`config.mk`:
```
export PLATFORM = sky130hd
export DESIGN_NAME = fetch_unit_flat
export DESIGN_NICKNAME = d
export VERILOG_FILES = /design/src/rtl/fetch_unit_if.sv /design/src/rtl/fetch_unit.sv /design/src/flat_wrapper.sv
export SDC_FILE = /design/constraint.sdc
export NUM_CORES = 1
export LEC_CHECK = 0
export CAP_MARGIN = 20
export CORE_ASPECT_RATIO = 1.2
export CORE_MARGIN = 4
export CORE_UTILIZATION = 50
export CTS_CLUSTER_SIZE = 14
export DETAILED_ROUTE_END_ITERATION = 7
export PLACE_DENSITY = 0.8
export SLEW_MARGIN = 20
export SYNTH_ARGS = -nofsm -noshare
export SYNTH_HDL_FRONTEND = slang
export SYNTH_SLANG_ARGS = --single-unit
export TNS_END_PERCENT = 20
```
`constraint.sdc`:
```
create_clock -name clk -period 6.3 [get_ports clk]
set_input_delay 1.26 -clock clk [delete_from_list [all_inputs] [get_ports clk]]
set_output_delay 1.26 -clock clk [all_outputs]
set_load 0.01 [all_outputs]
```
`src/rtl/fetch_unit_if.sv`:
```
// Fetch-side bus bundle: PC control, instruction ROM port, redirect input and decode handshake.
// The master modport is the fetch unit; slave is the surrounding CPU/ROM/decoder.
interface fetch_unit_if #(
    parameter int INSTR_W = 16
);
    logic [15:0]        pc_in;
    logic               pc_load;
    logic [15:0]        pc_new;
    logic [15:0]        rom_addr;
    logic [INSTR_W-1:0] rom_data;
    logic               redirect_valid;
    logic [15:0]        redirect_pc;
    logic               instr_valid;
    logic               instr_ready;
    logic [INSTR_W-1:0] instr_data;
    logic [15:0]        instr_pc;

    modport master (
        input  pc_in, rom_data, redirect_valid, redirect_pc, instr_ready,
        output pc_load, pc_new, rom_addr, instr_valid, instr_data, instr_pc
    );

    modport slave (
        output pc_in, rom_data, redirect_valid, redirect_pc, instr_ready,
        input  pc_load, pc_new, rom_addr, instr_valid, instr_data, instr_pc
    );
endinterface

```
`src/rtl/fetch_unit.sv`:
```
// MAK-8 instruction fetch front-end: drives the PC, fetches from a synchronous ROM, buffers words
// in a DEPTH-entry prefetch queue. Define FETCH_BYPASS_EN to forward a returning word straight to decode.
module fetch_unit #(
    parameter int DEPTH   = 4,
    parameter int INSTR_W = 16
) (
    input logic          clk,
    input logic          rst_n,
    fetch_unit_if.master bus
);
    localparam int PTR_W = $clog2(DEPTH);
    localparam int CNT_W = $clog2(DEPTH + 1);

    typedef struct packed {
        logic [15:0]        pc;
        logic [INSTR_W-1:0] instr;
    } entry_t;

    entry_t             mem_reg [DEPTH];
    logic [PTR_W-1:0]   rd_ptr_reg;
    logic [PTR_W-1:0]   wr_ptr_reg;
    logic [CNT_W-1:0]   count_reg;
    logic               inflight_reg;
    logic [15:0]        inflight_pc_reg;

    logic [CNT_W:0]     occupancy;
    logic               stall;
    logic               issue;
    logic               q_valid;
    logic               arrival;
    logic               bypass;
    logic               push;
    logic               pop;
    logic [DEPTH-1:0]   wr_en;
    entry_t             head;

    // The in-flight word already owns a slot, so it counts toward fullness.
    assign occupancy = (CNT_W + 1)'(count_reg) + (CNT_W + 1)'(inflight_reg);
    assign stall     = occupancy >= (CNT_W + 1)'(DEPTH);
    assign issue     = !stall && !bus.redirect_valid;
    assign q_valid   = count_reg != '0;
    assign arrival   = inflight_reg && !bus.redirect_valid;
    assign head      = mem_reg[rd_ptr_reg];

`ifdef FETCH_BYPASS_EN
    assign bypass = arrival && !q_valid;
`else
    assign bypass = 1'b0;
`endif

    assign push     = arrival && !(bypass && bus.instr_ready);
    assign pop      = q_valid && bus.instr_ready;
    assign bus.rom_addr = bus.pc_in;

    always_comb begin
        bus.pc_load = 1'b0;
        bus.pc_new  = bus.pc_in;
        if (bus.redirect_valid) begin
            bus.pc_load = 1'b1;
            bus.pc_new  = bus.redirect_pc;
        end else if (stall) begin
            bus.pc_load = 1'b1;
        end
    end

    // Outputs are gated by count so stale array contents never leak after reset or flush.
    always_comb begin
        bus.instr_valid = q_valid;
        bus.instr_data  = q_valid ? head.instr : '0;
        bus.instr_pc    = q_valid ? head.pc : '0;
        if (bypass) begin
            bus.instr_valid = 1'b1;
            bus.instr_data  = bus.rom_data;
            bus.instr_pc    = inflight_pc_reg;
        end
    end

    genvar gi;
    generate
        for (gi = 0; gi < DEPTH; gi++) begin : gen_wr_en
            assign wr_en[gi] = push && (wr_ptr_reg == PTR_W'(gi));
        end
    endgenerate

    always_ff @(posedge clk) begin
        for (int i = 0; i < DEPTH; i++) begin
            if (wr_en[i]) begin
                mem_reg[i] <= {inflight_pc_reg, bus.rom_data};
            end
        end
    end

    always_ff @(posedge clk or negedge rst_n) begin
        if (!rst_n) begin
            rd_ptr_reg      <= '0;
            wr_ptr_reg      <= '0;
            count_reg       <= '0;
            inflight_reg    <= 1'b0;
            inflight_pc_reg <= '0;
        end else begin
            inflight_reg <= issue;
            if (issue) begin
                inflight_pc_reg <= bus.pc_in;
            end
            // A head handshake in the redirect cycle is still delivered; only the remainder is dropped.
            if (bus.redirect_valid) begin
                rd_ptr_reg <= '0;
                wr_ptr_reg <= '0;
                count_reg  <= '0;
            end else begin
                if (push) begin
                    wr_ptr_reg <= wr_ptr_reg + PTR_W'(1);
                end
                if (pop) begin
                    rd_ptr_reg <= rd_ptr_reg + PTR_W'(1);
                end
                if (push && !pop) begin
                    count_reg <= count_reg + CNT_W'(1);
                end else if (!push && pop) begin
                    count_reg <= count_reg - CNT_W'(1);
                end
            end
        end
    end
endmodule

```
`src/flat_wrapper.sv`:
```
// flat-port wrapper written by rule: the top's interface ports become plain ports
module fetch_unit_flat 
#(
    parameter int DEPTH   = 4,
    parameter int INSTR_W = 16
)
  (clk, rst_n, bus_pc_in, bus_rom_data, bus_redirect_valid, bus_redirect_pc, bus_instr_ready, bus_pc_load, bus_pc_new, bus_rom_addr, bus_instr_valid, bus_instr_data, bus_instr_pc);
  fetch_unit_if #(.INSTR_W(INSTR_W)) bus_i ();
  input logic clk;
  input logic rst_n;
  input wire logic [$bits(bus_i.pc_in)-1:0] bus_pc_in;
  input wire logic [$bits(bus_i.rom_data)-1:0] bus_rom_data;
  input wire logic [$bits(bus_i.redirect_valid)-1:0] bus_redirect_valid;
  input wire logic [$bits(bus_i.redirect_pc)-1:0] bus_redirect_pc;
  input wire logic [$bits(bus_i.instr_ready)-1:0] bus_instr_ready;
  output wire logic [$bits(bus_i.pc_load)-1:0] bus_pc_load;
  output wire logic [$bits(bus_i.pc_new)-1:0] bus_pc_new;
  output wire logic [$bits(bus_i.rom_addr)-1:0] bus_rom_addr;
  output wire logic [$bits(bus_i.instr_valid)-1:0] bus_instr_valid;
  output wire logic [$bits(bus_i.instr_data)-1:0] bus_instr_data;
  output wire logic [$bits(bus_i.instr_pc)-1:0] bus_instr_pc;
  assign bus_i.pc_in = bus_pc_in;
  assign bus_i.rom_data = bus_rom_data;
  assign bus_i.redirect_valid = bus_redirect_valid;
  assign bus_i.redirect_pc = bus_redirect_pc;
  assign bus_i.instr_ready = bus_instr_ready;
  assign bus_pc_load = bus_i.pc_load;
  assign bus_pc_new = bus_i.pc_new;
  assign bus_rom_addr = bus_i.rom_addr;
  assign bus_instr_valid = bus_i.instr_valid;
  assign bus_instr_data = bus_i.instr_data;
  assign bus_instr_pc = bus_i.instr_pc;
  fetch_unit #(.DEPTH(DEPTH), .INSTR_W(INSTR_W)) u_core (.clk(clk), .rst_n(rst_n), .bus(bus_i));
endmodule
```
==> metrics list, run 1 <==
* Power Total: between 3000 and 4000 uW
- Power spread over the standard cell area amounts to about 420 mW/mm^2.
* Max capacitance violation total: 0
* Final worst path period share: 67.3%
- Post-Place Cells: ~570
- Counting I/O delays and the setup requirement, the final critical path takes about 4.2 ns.
* Total number of yosys warnings: 0
* Avg Cell Area, Syn: 19.5 um^2
* Number of sinks handled by clock tree synthesis: approximately 150
- Number of DRC markers after the initial detailed-route iteration: around 190
- Compared with the post-synthesis result, the final layout area differs by 28.6%.
- Synthesized cell area: 0.00632 mm^2
* Routed vias/inst: approximately 5.4
- Data arrival time at the worst-slack endpoint: 2.98 ns
* Critical path type: input port to output port
- Pin placement for this block handled 118 I/O pins.
- TritonCTS built the clock tree.
* Final Instance Count excl. Fillers: about 610
- The run finished with clean final reports.
- The number of gates resized after CTS was 0.
* Footprint of the multi-input gates: between 0.0015 and 0.002 mm^2
* Place WS: 2.06 ns
- CP max FO: 26
- Largest net degree at the start of global routing: 35
* Critical path endpoint category: output port
- Once detailed placement completed, the half-perimeter wirelength came to between 7 and 8 mm.
- Hold Path Cell Cnt: 0
- Measured along the y axis, the die boundary spans 131 um.
* Cell types with the largest area share after synthesis: sky130_fd_sc_hd__edfxtp_1, sky130_fd_sc_hd__mux4_2, sky130_fd_sc_hd__dfrtp_1
- Synthesis instantiated 31 different standard cells from the library.
* Number of flip-flops under the largest register name: 128
- Fill count: 813
- Total CTS buffers: 17
* Initial antenna violation count: 0
- Global placer's final weighted congestion: between 0.6 and 0.7
- GR Overflow Total: 0
* Via count: between 3,000 and 4,000
* Number of nets with antenna violations after routing: 0
- Type of the tightest min-delay check: register to register
- Measured in cells, the most critical reg-to-reg path has a length of 5.
- The number of setup buffers added after CTS is 0.
- Placeable core region: 0.0122 mm^2
- The repair_antennas step left the layout with diodes totalling 0.
- Setup slack on the critical path of the routed design comes to just over 2 ns.
- Hold bufs inserted after CTS: 0
* Portion of the post-synthesis area used by sequential elements: 70.4%
* Flop2flop setup slack: between 4 and 5 ns
* Register area: 0.00445 mm^2
- Share of cells above drive strength 1: 24.0%
* Post-CTS clock slew at the launch and capture registers of the worst setup and hold paths: roughly 0.06 ns
- The top cell type by area accounts for between 60 and 70% of the synthesized area.
- Worst flop-to-flop path startpoint: u_core.inflight_reg
* Detailed-route wire length: around 12 mm
- Global-route usage over all layers: between 10% and 20%
* Placement Rows: 44
- Slew at the pin with the worst max-slew slack: about 0.95 ns
- The die covers 0.0145 mm^2.
- For this design the static power due to leakage is 0.00276 uW.
* Finished layout cell area: 0.00812 mm^2
* Setup Skew: approximately 0.0053 ns
* Required time worst endpoint: ~5.0 ns
- IR Drop Worst-Case VDD: ~0.25 mV
- Post-layout nets: 489
- The endpoint identified for the worst register-to-register timing path is u_core.count_reg[1].
- Residual DRC: 0
* Via count of the first global-routing pass: approximately 3,600
- Measured against its own limit, the worst slew margin works out to roughly 37%.
- The clock tree synthesis step divided the H-tree into 4 levels.
* Library cell occupying the most area in the post-synthesis netlist: sky130_fd_sc_hd__edfxtp_1
- Timing-limited maximum frequency: 236 MHz
- Count of endpoints failing setup in the final report: 0
* Die Wd: about 110 um
- After detailed routing, the average wire length per cell comes to 20.5 um.
* Wire length of the first global-routing pass: 19.7 mm
- Yosys reg bits: about 150
- Startpoint kind of the worst setup timing path: input port
- Setup repair after global routing missed its margin: false
- The clock passes through at most 2 buffers.
- At the later pin of the worst-skew pair, clock insertion delay measures ~0.41 ns.
- The first detailed-routing pass took 6 iterations.
- Counting every instance in the synthesized netlist gives approximately 320.
- Launch instance of the worst min-delay path: u_core.inflight_pc_reg[4]
- Count of input and output buffers: around 120
* Number of nets produced by synthesis: ~380
* Root buf cell: sky130_fd_sc_hd__clkbuf_16
* Effective utilization at floorplan: around 52%
* Sum Neg Setup Slack: 0 ns
- The final-report max-slew violation count is 0.
- Summing all placed instances gives a cell area of between 0.007 and 0.008 mm^2.
- The final number of hold-violating endpoints came to 0.
- Worst min-delay path endpoint: u_core.mem_reg[1][20]
## worst max path at each step
stage | start | to | slack (ns)
final | bus_redirect_valid | bus_pc_new[5] | 2.06
after global routing | u_core.rd_ptr_reg[0] | bus_instr_pc[7] | 2.00
after CTS | bus_redirect_valid | bus_pc_new[5] | 2.04
after detailed placement | bus_redirect_valid | bus_pc_new[2] | 2.06
after global placement | bus_redirect_valid | bus_pc_new[14] | 2.10
after floorplan | bus_redirect_valid | bus_pc_load | 2.91
## routing by layer
metal	track usage [%]	routed length, um
met5	0	0
met4	7.12	241
met3	4.65	525
met2	31.3	6840
met1	20.6	4840
## cells in the final DEF, fill, tap and decap left out, types with 4 or more instances in the layout
| master | instances |
|---|---|
| sky130_fd_sc_hd__edfxtp_1 | 128 |
| sky130_fd_sc_hd__clkdlybuf4s50_1 | 117 |
| sky130_fd_sc_hd__and2_1 | 33 |
| sky130_fd_sc_hd__mux4_2 | 32 |
| sky130_fd_sc_hd__mux2_2 | 24 |
| sky130_fd_sc_hd__dfrtp_1 | 22 |
| sky130_fd_sc_hd__clkbuf_16 | 17 |
| sky130_fd_sc_hd__mux2_4 | 8 |
| sky130_fd_sc_hd__inv_1 | 6 |
| sky130_fd_sc_hd__nor2_1 | 5 |
| sky130_fd_sc_hd__and2_2 | 4 |
| sky130_fd_sc_hd__ha_1 | 4 |
| sky130_fd_sc_hd__clkinvlp_4 | 4 |
| sky130_fd_sc_hd__buf_4 | 4 |
## cells by family (layout without fill, tap and decap cells)
logic type	Yosys count	count (layout)	share of synthesized area [%]
simple gates	49	49	4.73
xor+xnor	5	5	0.693
mux	65	65	17.7
fa+ha+maj	5	5	1.11
flops	152	152	70.4
compound gates	9	9	1.39
buf+inv	39	160	3.96
## final cells by class
class	instances	area share, %
clock buffer	21	5.67
clock inverter	11	1.82
tap	161	2.48
timing repair buffer	122	15.0
multi-input combinational	133	20.0
sequential	152	54.8
inverter	6	0.277
## power breakdown
part / internal, uW / switching, uW / total (uW)
clock network: 643 / 376 / 1020
registers: 1270 / 136 / 1400
logic: 590 / 398 / 988
total: 2500 / 910 / 3410
## worst max-delay path, cell delays in order
cell and delay, ns:
sky130_fd_sc_hd__clkdlybuf4s50_1 0.45, sky130_fd_sc_hd__buf_4 0.34, sky130_fd_sc_hd__mux2_2 0.39, sky130_fd_sc_hd__clkdlybuf4s50_1 0.50
## cell usage after synthesis
library cell               instances
sky130_fd_sc_hd__a221oi_1          1
sky130_fd_sc_hd__ha_1              4
sky130_fd_sc_hd__dfrtp_1          24
sky130_fd_sc_hd__inv_1             6
sky130_fd_sc_hd__and3b_1           1
sky130_fd_sc_hd__mux2_4            8
sky130_fd_sc_hd__fa_1              1
sky130_fd_sc_hd__a311oi_4          1
sky130_fd_sc_hd__a21oi_1           2
sky130_fd_sc_hd__o31ai_2           1
sky130_fd_sc_hd__nor2_1            5
sky130_fd_sc_hd__clkbuf_1          6
sky130_fd_sc_hd__buf_2             5
sky130_fd_sc_hd__or4_1             1
sky130_fd_sc_hd__edfxtp_1        128
sky130_fd_sc_hd__xnor2_1           2
sky130_fd_sc_hd__o21ai_0           1
sky130_fd_sc_hd__buf_8             1
sky130_fd_sc_hd__buf_4            19
sky130_fd_sc_hd__nand3b_1          2
sky130_fd_sc_hd__mux2i_1           1
sky130_fd_sc_hd__and2_1           37
sky130_fd_sc_hd__nor3_1            1
sky130_fd_sc_hd__mux2_2           24
sky130_fd_sc_hd__xor2_1            3
sky130_fd_sc_hd__or3_1             1
sky130_fd_sc_hd__a21o_1            1
sky130_fd_sc_hd__mux4_2           32
sky130_fd_sc_hd__nor2b_1           1
sky130_fd_sc_hd__o311ai_0          2
sky130_fd_sc_hd__buf_6             2
## per-stage QoR
stage	utilization [%]	hold slack, ns
4_1_cts	66.3	0.511
6_report	66.5	0.515
2_1_floorplan	-	0.472
3_3_place_gp	61.4	0.485
5_1_grt	66.5	0.537
3_5_place_dp	61.4	0.499
No activity file was read; power rests on OpenSTA's default activity.
==> run 2: changes to the inputs <==
==> constraint.sdc (replaced) <==
create_clock -name clk -period 4 [get_ports clk]
set_input_delay 0.8 -clock clk [delete_from_list [all_inputs] [get_ports clk]]
set_output_delay 0.8 -clock clk [all_outputs]
set_load 0.01 [all_outputs]
==> metrics list, run 2 (synthesized netlist as in run 1, its figures left out) <==
- Status: finished, final reports clean
- Root buf cell: sky130_fd_sc_hd__clkbuf_16
- Max-cap violations in this run came to 0.
* Number of flip-flops under the largest register name: 128
* CTS tree: built
* Post-placement cell area: around 0.0075 mm^2
- Adding up every negative setup slack in the final design gives 0 ns.
- The largest individual stage delay along the critical path comes from the cell sky130_fd_sc_hd__dfrtp_2.
* GR Overflow Total: 0
- Number of nets with antenna violations after routing: 0
- Routed vias/inst: 5.33
- Number of sinks handled by clock tree synthesis: between 150 and 200
* Placeable core region: 0.0122 mm^2
- Buffers inserted to repair hold after CTS numbered 0.
- Setup slack on the critical path of the routed design comes to roughly 0.6 ns.
- Global-route usage over all layers: about 17%
- The library cell used most frequently in the layout, excluding fill and tap cells, is sky130_fd_sc_hd__edfxtp_1.
- Place WS: ~0.69 ns
- Dividing total power by cell area gives a power density of ~660 mW/mm^2.
* Final hold vios: 0
* Total CTS buffers: 17
* Final Max Tran Viols: 0
- For this block, the via count after detailed routing is 3,233.
* Resize count post-CTS: 0
* Data arrival time at the worst-slack endpoint: around 2.6 ns
* Die Wd: about 110 um
- After clock tree synthesis, the clock-pin slew on the worst setup and hold paths is 0.06 ns.
- Placement Rows: 44
* Minimum clock period after layout: 3.41 ns
- The congestion estimate from routability-driven global placement came to around 0.75.
* Detailed-route wire length: roughly 12 mm
- Residual DRC: 0
- Effective utilization at floorplan: 51.7%
- In the finished design, the share of the clock period the worst path needs comes to 85.3%.
- Y dimension of the die: 131 um
* Number of diodes: 0
- I/O pins: between 100 and 150
* Timing-limited maximum frequency: approximately 290 MHz
* Wire length of the first global-routing pass: between 15 and 20 mm
* Count of endpoints failing setup in the final report: 0
- Setup Skew: approximately 0.0053 ns
- Clock latency reported for the late side of the worst-skew pair: 0.41 ns
- Counting along the longest clock path gives a buffer depth of 2.
- The worst setup path is of the register to output port kind.
* Share of cells above drive strength 1: 24.0%
- The initial antenna violation count was 0.
- Syn-to-layout area delta: 28.7%
- The wire-length estimate of the detail-placed layout is between 7 and 8 mm.
- Delay of the slowest cell on the worst path: between 0.7 and 0.8 ns
* Commonest cells after routing, fill and taps aside: sky130_fd_sc_hd__edfxtp_1, sky130_fd_sc_hd__clkdlybuf4s50_1, sky130_fd_sc_hd__and2_1
- CP max FO: 16
* H-tree levels: 4
- Walking the worst path, the cells encountered are buf_4 > mux4_2 > and2_1 > clkdlybuf4s50_1.
- Via count of the first global-routing pass: 3,580
- Number of setup buffers added after CTS: 0
- Post-layout nets: between 400 and 500
* Finished layout cell area: 0.00813 mm^2
* Count of input and output buffers: between 100 and 150
- The worst hold path belongs to the class input port to async pin.
- Area enclosed by the die boundary: between 0.01 and 0.015 mm^2
* Utilization after layout: between 60% and 70%
* Required time worst endpoint: 3.20 ns
- Slew at the pin with the worst max-slew slack: between 0.9 and 1 ns
- VDD sags by at most between 0.4 and 0.5 mV.
- Leakage: 0.00277 uW
- STA classifies the critical path startpoint as a register.
- Setup repair after global routing left no endpoint under its margin.
- The detailed router finished its first iteration with 160 violations.
* Largest net degree at the start of global routing: 35
- Measured against its own limit, the worst slew margin works out to 36.4%.
- Wire per inst: roughly 20 um
- The worst setup path is captured at an output port.
- Before antenna repair, the detailed router went through 7 iterations.
-- run 2: final timing paths --
kind	from	to	depth (start not counted)	slack, ns
worst min register to register	u_core.inflight_pc_reg[1]	u_core.mem_reg[2][17]	0	0.51
max in group asynchronous	rst_n	u_core.inflight_pc_reg[8]	2	3.15
min in group clk	u_core.inflight_pc_reg[1]	u_core.mem_reg[2][17]	0	0.51
worst min-delay path	rst_n	u_core.inflight_pc_reg[10]	1	0.36
worst max register to register	u_core.inflight_reg	u_core.count_reg[1]	5	1.74
worst max-delay path	u_core.rd_ptr_reg[0]	bus_instr_pc[0]	4	0.59
-- run 2: per-stage QoR --
step	cells	power (uW)	hold slack, ns
after floorplan	324	3100	0.472
after global placement	575	3780	0.483
after detailed placement	575	3830	0.503
after CTS	607	5450	0.516
after global routing	607	5650	0.376
final	607	5390	0.360
-- run 2: worst max-delay path: cells and delay by family (launching register included) --
kind	cells	cell delay, ns
simple gates	1	0.17
mux	1	0.53
flops	1	0.73
buf+inv	2	0.76
-- run 2: report_power, final --
| group | internal (uW) | switching, uW | total, uW | leakage, uW |
|---|---|---|---|---|
| Combinational | 934 | 616 | 1550 | 0.00104 |
| Clock | 1040 | 582 | 1620 | 0.000288 |
| Sequential | 2000 | 217 | 2220 | 0.00145 |
-- run 2: layout make-up --
class                   instances  area (um^2)
clock buffers                  20          437
well taps                     161          201
repair buffers                123         1220
clock inverters                12          174
fillers                       811         4090
flip-flops and latches        152         4450
multi-input cells             133         1630
inverters                       6         22.5
-- run 2: per-layer routing --
metal | global-route usage, % | vias to the layer above | wire length [um]
li1 | - | 1459 | -
met3 | 5.52 | 23 | 599
met5 | 0 | - | 0
met4 | 7.19 | 0 | 300
met1 | 19.6 | 1646 | 4650
met2 | 30.8 | 105 | 6530
==> run 3: changes to the inputs <==
--- a/config.mk
+++ b/config.mk
@@ -11,6 +11,7 @@
 export CORE_UTILIZATION = 50
 export CTS_CLUSTER_SIZE = 14
 export DETAILED_ROUTE_END_ITERATION = 7
+export GPL_TIMING_DRIVEN = 0
 export PLACE_DENSITY = 0.8
 export SLEW_MARGIN = 20
 export SYNTH_ARGS = -nofsm -noshare
==> metrics list, run 3 (synthesized netlist as in run 1, its figures left out) <==
* Status: finished, final reports clean
- GR Overflow Total: 0
* Y dimension of the die: between 100 and 150 um
- Final hold analysis gives a worst-case slack of a little over 0.4 ns.
- The area growth from synthesis to layout is 34.1%.
- End of the worst register-to-register path: u_core.count_reg[1]
- The design draws approximately 5700 uW.
- The die covers roughly 0.015 mm^2.
- IR Drop Worst-Case VDD: just under 0.4 mV
* Post-layout nets: 520
- The initial antenna violation count is 0.
* Worst flop-to-flop path startpoint: u_core.inflight_reg
- In this run the worst path has a maximum fanout of 10.
- In this run the worst hold path is classified as input port to async pin.
- Commonest cells after routing, fill and taps aside: sky130_fd_sc_hd__edfxtp_1, sky130_fd_sc_hd__clkdlybuf4s50_1, sky130_fd_sc_hd__and2_1
- The detailed router finished its first iteration with approximately 230 violations.
* Final Instance Count excl. Fillers: around 640
- Placeable core region: between 0.01 and 0.015 mm^2
- Resize count post-CTS: 0
* Detailed-placement wirelength estimate: 8.66 mm
- The worst path uses around 84% of the clock period.
- For this block, the routed nets add up to approximately 13 mm of wire.
- The number of global-route vias before repair was about 3,800.
- Number of nets with antenna violations after routing: 0
- Number of flip-flops under the largest register name: between 100 and 150
* Number of sinks handled by clock tree synthesis: ~150
- Routed vias/inst: about 5.4
- Clock latency reported for the late side of the worst-skew pair: approximately 0.41 ns
* R2r worst-path depth: 6
* Slew at the pin with the worst max-slew slack: 0.724 ns
* Startpoint of the worst setup timing path: u_core.rd_ptr_reg[1]
- Setup violations remaining at the end of the flow were counted as 0.
* Max capacitance violation total: 0
* Data arrival time at the worst-slack endpoint: roughly 2.6 ns
- The library cell used most frequently in the layout, excluding fill and tap cells, is sky130_fd_sc_hd__edfxtp_1.
- The final number of hold-violating endpoints was 0.
- Residual DRC: 0
- Global routing used between 10% and 20% of the available tracks across all layers.
* Global placer's final weighted congestion: ~0.70
* H-tree levels: 4
* Total CTS buffers: 17
* Placement Rows: 44
- Clock tree synthesis selected as its root buffer the cell sky130_fd_sc_hd__clkbuf_16.
- For this design the ratio of total power to cell area is between 600 and 700 mW/mm^2.
* Number of diodes: 0
- Summed over all cells, the static leakage comes to slightly below 0.003 uW.
- STA classifies the critical path endpoint as an output port.
- Wire per inst: approximately 21 um
- In this run the deepest clock path goes through 2 buffers.
- CTS tree: built
* Die Wd: 111 um
- The post-route netlist has 28.2% of its cells at a drive strength greater than 1.
* Final Max Tran Viols: 0
- The detailed router placed 3,454 vias in this run.
- Timing-limited maximum frequency: approximately 300 MHz
- Setup repair after global routing left no endpoint under its margin.
* Slew margin rel.: around half
* Startpoint kind of the worst setup timing path: register
* Number of setup buffers added after CTS: 0
* Minimum clock period after layout: 3.35 ns
* Required time worst endpoint: 3.20 ns
- Pin placement for this block handled 118 I/O pins.
- Count of input and output buffers: 116
- Wire length of the first global-routing pass: ~21 mm
* Count of TritonRoute iterations in the first routing pass: 4
- Entering global routing, the biggest net connects 25 pins.
- Critical path type: register to output port
- Hold bufs inserted after CTS: 0
- Effective utilization at floorplan: roughly 52%
- After clock tree synthesis, the clock-pin slew on the worst setup and hold paths is ~0.06 ns.
- Setup Skew: a little under 0.006 ns
* Sum Neg Setup Slack: 0 ns
* Post-Place Cells: ~610
- The setup check on the worst reg-to-reg path leaves a slack of approximately 1.7 ns.
run 3: how the worst max path moves through the flow:
stage | to | cells after the start
floorplan | bus_pc_load | 4
global placement | bus_pc_load | 5
detailed placement | bus_pc_load | 5
CTS | bus_instr_data[4] | 5
global route | bus_instr_data[4] | 5
finish | bus_instr_data[4] | 5
run 3: report_power, final:
part           internal (uW)  switching (uW)
clock                   1190             606
combinational            981             756
sequential              2000             137
total                   4170            1500
run 3: routing by layer:
metal	track usage, %	vias up	share of wire, %
li1	-	1531	-
met1	21.2	1780	37
met2	34.1	123	55
met3	4.55	20	5.0
met4	8.62	0	2.6
met5	0	-	0
run 3: final cells by class:
type	count	area, um^2
multi-input combinational	133	1630
buffer	33	228
tap	161	201
sequential	152	4440
fill	775	3750
clock buffer	18	439
inverter	6	22.5
clock inverter	14	244
timing repair buffer	120	1270
run 3: metrics by stage:
step | area (um^2) | utilization [%] | setup WS (ns)
floorplan | 6320 | - | 1.53
global placement | 7680 | 62.8 | 0.819
detailed placement | 7790 | 63.7 | 0.822
CTS | 8470 | 69.3 | 0.595
global route | 8470 | 69.3 | 0.529
finish | 8470 | 69.3 | 0.650
run 3: critical path, cell delays in order, from the launching register on:
cell                              delay, ns
sky130_fd_sc_hd__dfrtp_1               0.31
sky130_fd_sc_hd__buf_2                 0.17
sky130_fd_sc_hd__clkbuf_1              0.58
sky130_fd_sc_hd__mux4_2                0.41
sky130_fd_sc_hd__and2_1                0.17
sky130_fd_sc_hd__clkdlybuf4s50_1       0.49
